--- src/rtl/uart_tx_arbiter_if.sv ---
// Signal bundle between uart_tx_arbiter, its requesters and the channel_uart_transmitter.
// slave = arbiter view, master = requester/transmitter environment view.
interface uart_tx_arbiter_if #(
  parameter int NUM_REQ = 4
);
  logic [NUM_REQ-1:0]    req;
  logic [16*NUM_REQ-1:0] req_data;
  logic [8*NUM_REQ-1:0]  req_key;
  logic [NUM_REQ-1:0]    gnt;
  logic [NUM_REQ-1:0]    done;
  logic                  err;
  logic [15:0]           tx_data;
  logic [7:0]            tx_key;
  logic                  tx_transfer;
  logic                  tx_busy;
  logic [2:0]            owner;

  modport slave (
    input  req, req_data, req_key, tx_busy,
    output gnt, done, err, tx_data, tx_key, tx_transfer, owner
  );

  modport master (
    output req, req_data, req_key, tx_busy,
    input  gnt, done, err, tx_data, tx_key, tx_transfer, owner
  );
endinterface

--- src/rtl/uart_tx_arbiter.sv ---
// Round-robin arbiter sharing one channel_uart_transmitter among NUM_REQ requesters.
// Define UART_ARB_FIXED_PRIO_EN for fixed priority (lowest req index wins, no pointer).
//
// state     | meaning
// IDLE      | waiting for a request with the transmitter idle
// STROBE    | driving transfer_data for STROBE_CYCLES cycles
// WAIT_RISE | waiting for tx_busy to rise, bounded by the timeout
// WAIT_FALL | frame in flight, waiting for tx_busy to fall
module uart_tx_arbiter #(
  parameter int NUM_REQ        = 4,
  parameter int TIMEOUT_CYCLES = 1024,
  parameter int STROBE_CYCLES  = 5
) (
  input logic              clk,
  input logic              reset,
  uart_tx_arbiter_if.slave bus
);

  localparam int TW = $clog2(TIMEOUT_CYCLES + 1);

  typedef enum logic [1:0] {IDLE, STROBE, WAIT_RISE, WAIT_FALL} state_t;

  state_t             state, state_nxt;
  logic [TW-1:0]      timer, timer_nxt;
  logic [NUM_REQ-1:0] gnt_q, gnt_nxt;
  logic [NUM_REQ-1:0] done_q, done_nxt;
  logic               err_q, err_nxt;
  logic               xfer_q, xfer_nxt;
  logic [15:0]        data_q, data_nxt;
  logic [7:0]         key_q, key_nxt;
  logic [2:0]         owner_q, owner_nxt;

  logic               any_req;
  logic [2:0]         lo_win;
  logic [2:0]         winner;
  logic [NUM_REQ-1:0] win_oh;
  logic [NUM_REQ-1:0] owner_oh;
  logic [15:0]        win_data;
  logic [7:0]         win_key;

`ifndef UART_ARB_FIXED_PRIO_EN
  logic [2:0]         ptr_q, ptr_nxt;
  logic [2:0]         owner_inc;
  logic               hi_found;
  logic [2:0]         hi_win;
`endif

  // lo_win is the lowest set index overall; hi_win the lowest at or above the pointer.
  always_comb begin
    any_req = 1'b0;
    lo_win  = '0;
`ifndef UART_ARB_FIXED_PRIO_EN
    hi_found = 1'b0;
    hi_win   = '0;
`endif
    for (int i = NUM_REQ - 1; i >= 0; i--) begin
      if (bus.req[i]) begin
        any_req = 1'b1;
        lo_win  = 3'(i);
`ifndef UART_ARB_FIXED_PRIO_EN
        if (i >= int'(ptr_q)) begin
          hi_found = 1'b1;
          hi_win   = 3'(i);
        end
`endif
      end
    end
`ifdef UART_ARB_FIXED_PRIO_EN
    winner = lo_win;
`else
    winner = hi_found ? hi_win : lo_win;
`endif
  end

  always_comb begin
    win_oh   = '0;
    owner_oh = '0;
    win_data = '0;
    win_key  = '0;
    for (int i = 0; i < NUM_REQ; i++) begin
      win_oh[i]   = (int'(winner) == i);
      owner_oh[i] = (int'(owner_q) == i);
      if (int'(winner) == i) begin
        win_data = bus.req_data[16*i +: 16];
        win_key  = bus.req_key[8*i +: 8];
      end
    end
  end

  always_comb begin
    state_nxt = state;
    timer_nxt = timer;
    gnt_nxt   = '0;
    done_nxt  = '0;
    err_nxt   = 1'b0;
    xfer_nxt  = 1'b0;
    data_nxt  = data_q;
    key_nxt   = key_q;
    owner_nxt = owner_q;
    unique case (state)
      IDLE: begin
        // A done pulse blocks arbitration so at least one quiet cycle separates frames.
        if (any_req && !bus.tx_busy && (done_q == '0)) begin
          gnt_nxt   = win_oh;
          data_nxt  = win_data;
          key_nxt   = win_key;
          owner_nxt = winner;
          timer_nxt = TW'(STROBE_CYCLES - 1);
          state_nxt = STROBE;
        end
      end
      STROBE: begin
        xfer_nxt = 1'b1;
        if (timer == '0) begin
          // Remaining budget so the timeout lands TIMEOUT_CYCLES after the strobe starts.
          timer_nxt = TW'(TIMEOUT_CYCLES - STROBE_CYCLES);
          state_nxt = WAIT_RISE;
        end else begin
          timer_nxt = timer - TW'(1);
        end
      end
      WAIT_RISE: begin
        if (bus.tx_busy) begin
          state_nxt = WAIT_FALL;
        end else if (timer == '0) begin
          done_nxt  = owner_oh;
          err_nxt   = 1'b1;
          state_nxt = IDLE;
        end else begin
          timer_nxt = timer - TW'(1);
        end
      end
      WAIT_FALL: begin
        if (!bus.tx_busy) begin
          done_nxt  = owner_oh;
          state_nxt = IDLE;
        end
      end
    endcase
  end

`ifndef UART_ARB_FIXED_PRIO_EN
  always_comb begin
    owner_inc = (int'(owner_q) == NUM_REQ - 1) ? 3'd0 : owner_q + 3'd1;
    ptr_nxt   = (done_nxt != '0) ? owner_inc : ptr_q;
  end

  always_ff @(posedge clk or negedge reset) begin
    if (!reset) ptr_q <= '0;
    else        ptr_q <= ptr_nxt;
  end
`endif

  always_ff @(posedge clk or negedge reset) begin
    if (!reset) begin
      state   <= IDLE;
      timer   <= '0;
      gnt_q   <= '0;
      done_q  <= '0;
      err_q   <= 1'b0;
      xfer_q  <= 1'b0;
      data_q  <= '0;
      key_q   <= '0;
      owner_q <= '0;
    end else begin
      state   <= state_nxt;
      timer   <= timer_nxt;
      gnt_q   <= gnt_nxt;
      done_q  <= done_nxt;
      err_q   <= err_nxt;
      xfer_q  <= xfer_nxt;
      data_q  <= data_nxt;
      key_q   <= key_nxt;
      owner_q <= owner_nxt;
    end
  end

  assign bus.gnt         = gnt_q;
  assign bus.done        = done_q;
  assign bus.err         = err_q;
  assign bus.tx_transfer = xfer_q;
  assign bus.tx_data     = data_q;
  assign bus.tx_key      = key_q;
  assign bus.owner       = owner_q;

endmodule

--- src/flat_wrapper.sv ---
// flat-port wrapper written by rule: the top's interface ports become plain ports
module uart_tx_arbiter_flat 
#(
  parameter int NUM_REQ        = 4,
  parameter int TIMEOUT_CYCLES = 1024,
  parameter int STROBE_CYCLES  = 5
)
  (clk, reset, bus_req, bus_req_data, bus_req_key, bus_tx_busy, bus_gnt, bus_done, bus_err, bus_tx_data, bus_tx_key, bus_tx_transfer, bus_owner);
  uart_tx_arbiter_if #(.NUM_REQ(NUM_REQ)) bus_i ();
  input logic clk;
  input logic reset;
  input wire logic [$bits(bus_i.req)-1:0] bus_req;
  input wire logic [$bits(bus_i.req_data)-1:0] bus_req_data;
  input wire logic [$bits(bus_i.req_key)-1:0] bus_req_key;
  input wire logic [$bits(bus_i.tx_busy)-1:0] bus_tx_busy;
  output wire logic [$bits(bus_i.gnt)-1:0] bus_gnt;
  output wire logic [$bits(bus_i.done)-1:0] bus_done;
  output wire logic [$bits(bus_i.err)-1:0] bus_err;
  output wire logic [$bits(bus_i.tx_data)-1:0] bus_tx_data;
  output wire logic [$bits(bus_i.tx_key)-1:0] bus_tx_key;
  output wire logic [$bits(bus_i.tx_transfer)-1:0] bus_tx_transfer;
  output wire logic [$bits(bus_i.owner)-1:0] bus_owner;
  assign bus_i.req = bus_req;
  assign bus_i.req_data = bus_req_data;
  assign bus_i.req_key = bus_req_key;
  assign bus_i.tx_busy = bus_tx_busy;
  assign bus_gnt = bus_i.gnt;
  assign bus_done = bus_i.done;
  assign bus_err = bus_i.err;
  assign bus_tx_data = bus_i.tx_data;
  assign bus_tx_key = bus_i.tx_key;
  assign bus_tx_transfer = bus_i.tx_transfer;
  assign bus_owner = bus_i.owner;
  uart_tx_arbiter #(.NUM_REQ(NUM_REQ), .TIMEOUT_CYCLES(TIMEOUT_CYCLES), .STROBE_CYCLES(STROBE_CYCLES)) u_core (.clk(clk), .reset(reset), .bus(bus_i));
endmodule
--- config.mk ---
export PLATFORM = sky130hd
export DESIGN_NAME = uart_tx_arbiter_flat
export DESIGN_NICKNAME = d
export VERILOG_FILES = /design/src/rtl/uart_tx_arbiter_if.sv /design/src/rtl/uart_tx_arbiter.sv /design/src/flat_wrapper.sv
export SDC_FILE = /design/constraint.sdc
export NUM_CORES = 1
export LEC_CHECK = 0
export BUFFER_PORTS_ARGS = -buffer_cell sky130_fd_sc_hd__buf_2
export CAP_MARGIN = 0
export CORE_AREA = 4 4 83 85
export DETAILED_ROUTE_END_ITERATION = 8
export DIE_AREA = 0 0 87 89
export PLACE_DENSITY = 0.84
export SYNTH_ARGS = -nofsm -noshare
export SYNTH_HDL_FRONTEND = slang
export SYNTH_SLANG_ARGS = --single-unit
--- constraint.sdc ---
create_clock -name clk -period 4.5 [get_ports clk]
set_input_delay 0.9 -clock clk [delete_from_list [all_inputs] [get_ports clk]]
set_output_delay 0.9 -clock clk [all_outputs]
set_load 0.05 [all_outputs]
==> flow_metrics.py <==
metrics = {
    "clocking": {
        "postCtsSetupBuffers": 0,
        "clockBufferDepth": 2,
        "cts_buffers": 5,
        "ctsHtreeMaxLevel": 2,
        "clk_pin_slew_ns": 0.10,
        "cts_num_sinks": 51,
        "clkLatencyLatePin_ns": 0.32,
        "cts_tree": "built",
        "cts_resized": 0,
        "cts_hold_buf": 0,
        "cts_root_buf": "clkbuf_8",
    },
    "routing": {
        "drtIter0Drc": 167,
        "routedWlPerCell_microns": 17.7,
        "vias_per_cell": 6.06,
        "routed_wl_microns": 9430,
        "route.detailed.drc": 0,
        "drt-pass1-iter-count": 4,
        "vias": 3232,
        "ant_nets": 0,
    },
    "sta": {
        "min_period_over_period": 0.616,
        "relSlewSlack": 0.157,
        "worst_slew_pin_slew_ns": 1.25,
        "timing.hold.ws_ns": 0.504,
        "fin_setup_tns_ns": 0,
        "fmax_mhz": 361,
        "fin_skew_ns": 0.0126,
        "fin_ws_ns": 1.73,
        "final-max-slew-violation-count": 0,
        "period_needed_ns": 2.77,
        "rsz0062_at_grt": "false",
        "setup_violations": 0,
        "hold_viol_final": 0,
    },
    "placement": {
        "post-place-ws_ns": 1.37,
        "dp_hpwl_microns": 6940,
        "placed_cell_area_sq_um": 3720,
        "dp.cells": 525,
        "io_buffers": 138,
        "gp_congestion": 0.858,
    },
    "global_route": {
        "grt_pass1_wl_microns": 14800,
        "grt_max_degree": 52,
        "grt_pass1_vias": 3075,
        "antenna_found_initial": 0,
        "overflow": 0,
        "track_usage": 0.243,
    },
    "critical_path": {
        "worstPathRequired_ns": 4.71,
        "cp.arrival_ns": 2.98,
        "worstPathMaxFanout": 24,
        "crit_chain": "buf_2, or3b_1, a31oi_2, a221oi_1, o311ai_1",
        "max_stage_delay_ns": 0.97,
        "path_buf_inv": 1,
        "critPathLaunchType": "primary input",
        "worstSetupEndpointType": "flop",
        "crit_type": "in -> reg",
        "cp_slowest_cell": "a31oi_2",
        "critical_path.top_delay_family": "compound AO/OA/AOI/OAI gates",
    },
    "synth": {
        "avgSynthCellArea_sq_um": 9.13,
        "synth_ff_type": "dfrtp_1",
        "yosysTopAreaCell": "dfrtp_1",
        "syn_area_sq_um": 3030,
        "ys_seq_area_frac": 0.421,
        "synthCells": 332,
        "synth_area_leaders": "dfrtp_1 (42%), a221oi_1 (6.9%), o311ai_1 (4.9%), nor2_1 (4.5%), ha_1 (4.1%)",
        "synth.top_cell.area_share": 0.421,
        "syn_nets": 445,
        "yosys.cell_types.count": 53,
        "yosys_warnings": 0,
        "async_flop_share": 1.00,
        "synth_seq_cells": 51,
        "synth-edff-count": 0,
    },
    "power_and_ir_drop": {
        "p_total_mw": 2.69,
        "p_leak_nw": 1.91,
        "power.density_nw_per_um2": 705,
        "ir_drop_mv": 0.402,
    },
    "floorplanning": {
        "initial_core_util": 0.489,
        "fp.coreArea_sq_um": 6200,
        "die_x_microns": 87,
        "dieArea_sq_um": 7740,
        "ios": 140,
        "fp-row-count": 29,
        "die_height_microns": 89,
    },
    "cells_and_area": {
        "post-route-util": 0.615,
        "area_delta_synth_final_pct": 25.9,
        "fin_cells": 533,
        "n_fill_cell": 518,
        "antenna_cells": 0,
        "finalInstanceArea_sq_um": 3820,
        "fin_nets": 568,
        "final_layout_size_suffix_gt1_frac": 0.346,
    },
    "outcome": {
        "outcome": "finished, final reports clean",
    },
    "job": {
        "drv_cap": 0,
    },
    "hold_path": {
        "worst_hold_path_type": "reg -> reg",
    },
}
## cell families after synthesis
logic type                 synth area share
DFF                                   0.421
and+or+nand+nor                       0.210
muxes                               0.00702
other                               0.00124
AOI/OAI and AO/OA                     0.268
buffers and inverters                0.0516
adders and majority gates            0.0413
## metal layers
layer / GRT usage / wire length (microns)
met3: 0.0618 / 969
met2: 0.407 / 4710
met1: 0.301 / 3510
met4: 0.0963 / 238
met5: 0 / 0
## final cells by class
| class | count | area [sq um] | share of cell area |
|---|---|---|---|
| Clock buffer | 5 | 68.8 | 0.0180 |
| Clock inverter | 3 | 27.5 | 0.00721 |
| Inverter | 10 | 37.5 | 0.00983 |
| Multi-Input combinational cell | 247 | 1610 | 0.421 |
| Sequential cell | 51 | 1280 | 0.334 |
| Tap cell | 77 | 96.3 | 0.0252 |
| Timing Repair Buffer | 140 | 706 | 0.185 |
## state kept, by name, indices dropped and copies added, names as in the netlist
register                count
u_core.bus.tx_data         16
u_core.timer               11
u_core.bus.tx_key           8
u_core.bus.done             4
u_core.bus.gnt              4
u_core.bus.owner            2
u_core.ptr_q                2
u_core.state                2
u_core.bus.err              1
u_core.bus.tx_transfer      1
## synth_stat cells (5+ instances only)
master	count
o311ai_1	17
a221oi_1	24
o21ai_0	12
a31oi_1	8
dfrtp_1	51
nor2b_1	5
o31ai_1	8
buf_2	5
ha_1	10
inv_1	10
a21oi_1	11
nand3_1	19
o21ai_1	5
nor2_1	36
nand2_1	32
clkbuf_1	13
and2_1	6
## worst min-delay path, stage by stage (launching register included)
cell      delay [ns]
dfrtp_1         0.36
nand2_1         0.05
o311ai_1        0.06
## final timing paths
kind | slack [ns] | startpoint | cells after the start | end
setup / recovery | 1.73 | bus_req[1] | 5 | u_core.bus.tx_key[3]
hold / removal | 0.50 | u_core.bus.tx_data[9] | 2 | u_core.bus.tx_data[9]
setup reg to reg | 1.93 | u_core.ptr_q[1] | 4 | u_core.bus.tx_key[3]
hold reg to reg | 0.50 | u_core.bus.tx_data[9] | 2 | u_core.bus.tx_data[9]
max in group asynchronous | 3.38 | reset | 2 | u_core.timer[4]
min in group asynchronous | 0.67 | reset | 2 | u_core.bus.err
## power by group
part / switching [mW] / internal [mW] / leakage, nW
clock network: 0.173 / 0.115 / 0.0463
registers: 0.143 / 0.630 / 0.662
logic: 1.12 / 0.510 / 1.21
total: 1.44 / 1.25 / 1.91
## cell usage in the layout, fill, tap and decap left out, types with 2 or more instances in the layout
| master | netlist | final |
|---|---|---|
| a211oi_1 | 2 | 2 |
| a21o_1 | 2 | 2 |
| a21oi_1 | 11 | 11 |
| a221oi_1 | 24 | 24 |
| a31oi_1 | 8 | 8 |
| and2_1 | 6 | 6 |
| and2b_1 | 4 | 4 |
| and3_1 | 4 | 4 |
| buf_2 | 5 | 138 |
| buf_4 | 2 | 2 |
| clkbuf_8 | 0 | 5 |
| dfrtp_1 | 51 | 51 |
| ha_1 | 10 | 10 |
| inv_1 | 10 | 10 |
| nand2_1 | 32 | 32 |
| nand2b_1 | 2 | 2 |
| nand3_1 | 19 | 19 |
| nor2_1 | 36 | 36 |
| nor2b_1 | 5 | 5 |
| nor3_1 | 4 | 4 |
| nor4_1 | 4 | 4 |
| o21a_1 | 3 | 3 |
| o21ai_0 | 12 | 12 |
| o21ai_1 | 5 | 5 |
| o22a_1 | 3 | 3 |
| o311ai_1 | 17 | 17 |
| o31ai_1 | 8 | 8 |
| o31ai_2 | 2 | 2 |
| or3_1 | 2 | 2 |
(Power assumes the default switching activity.)
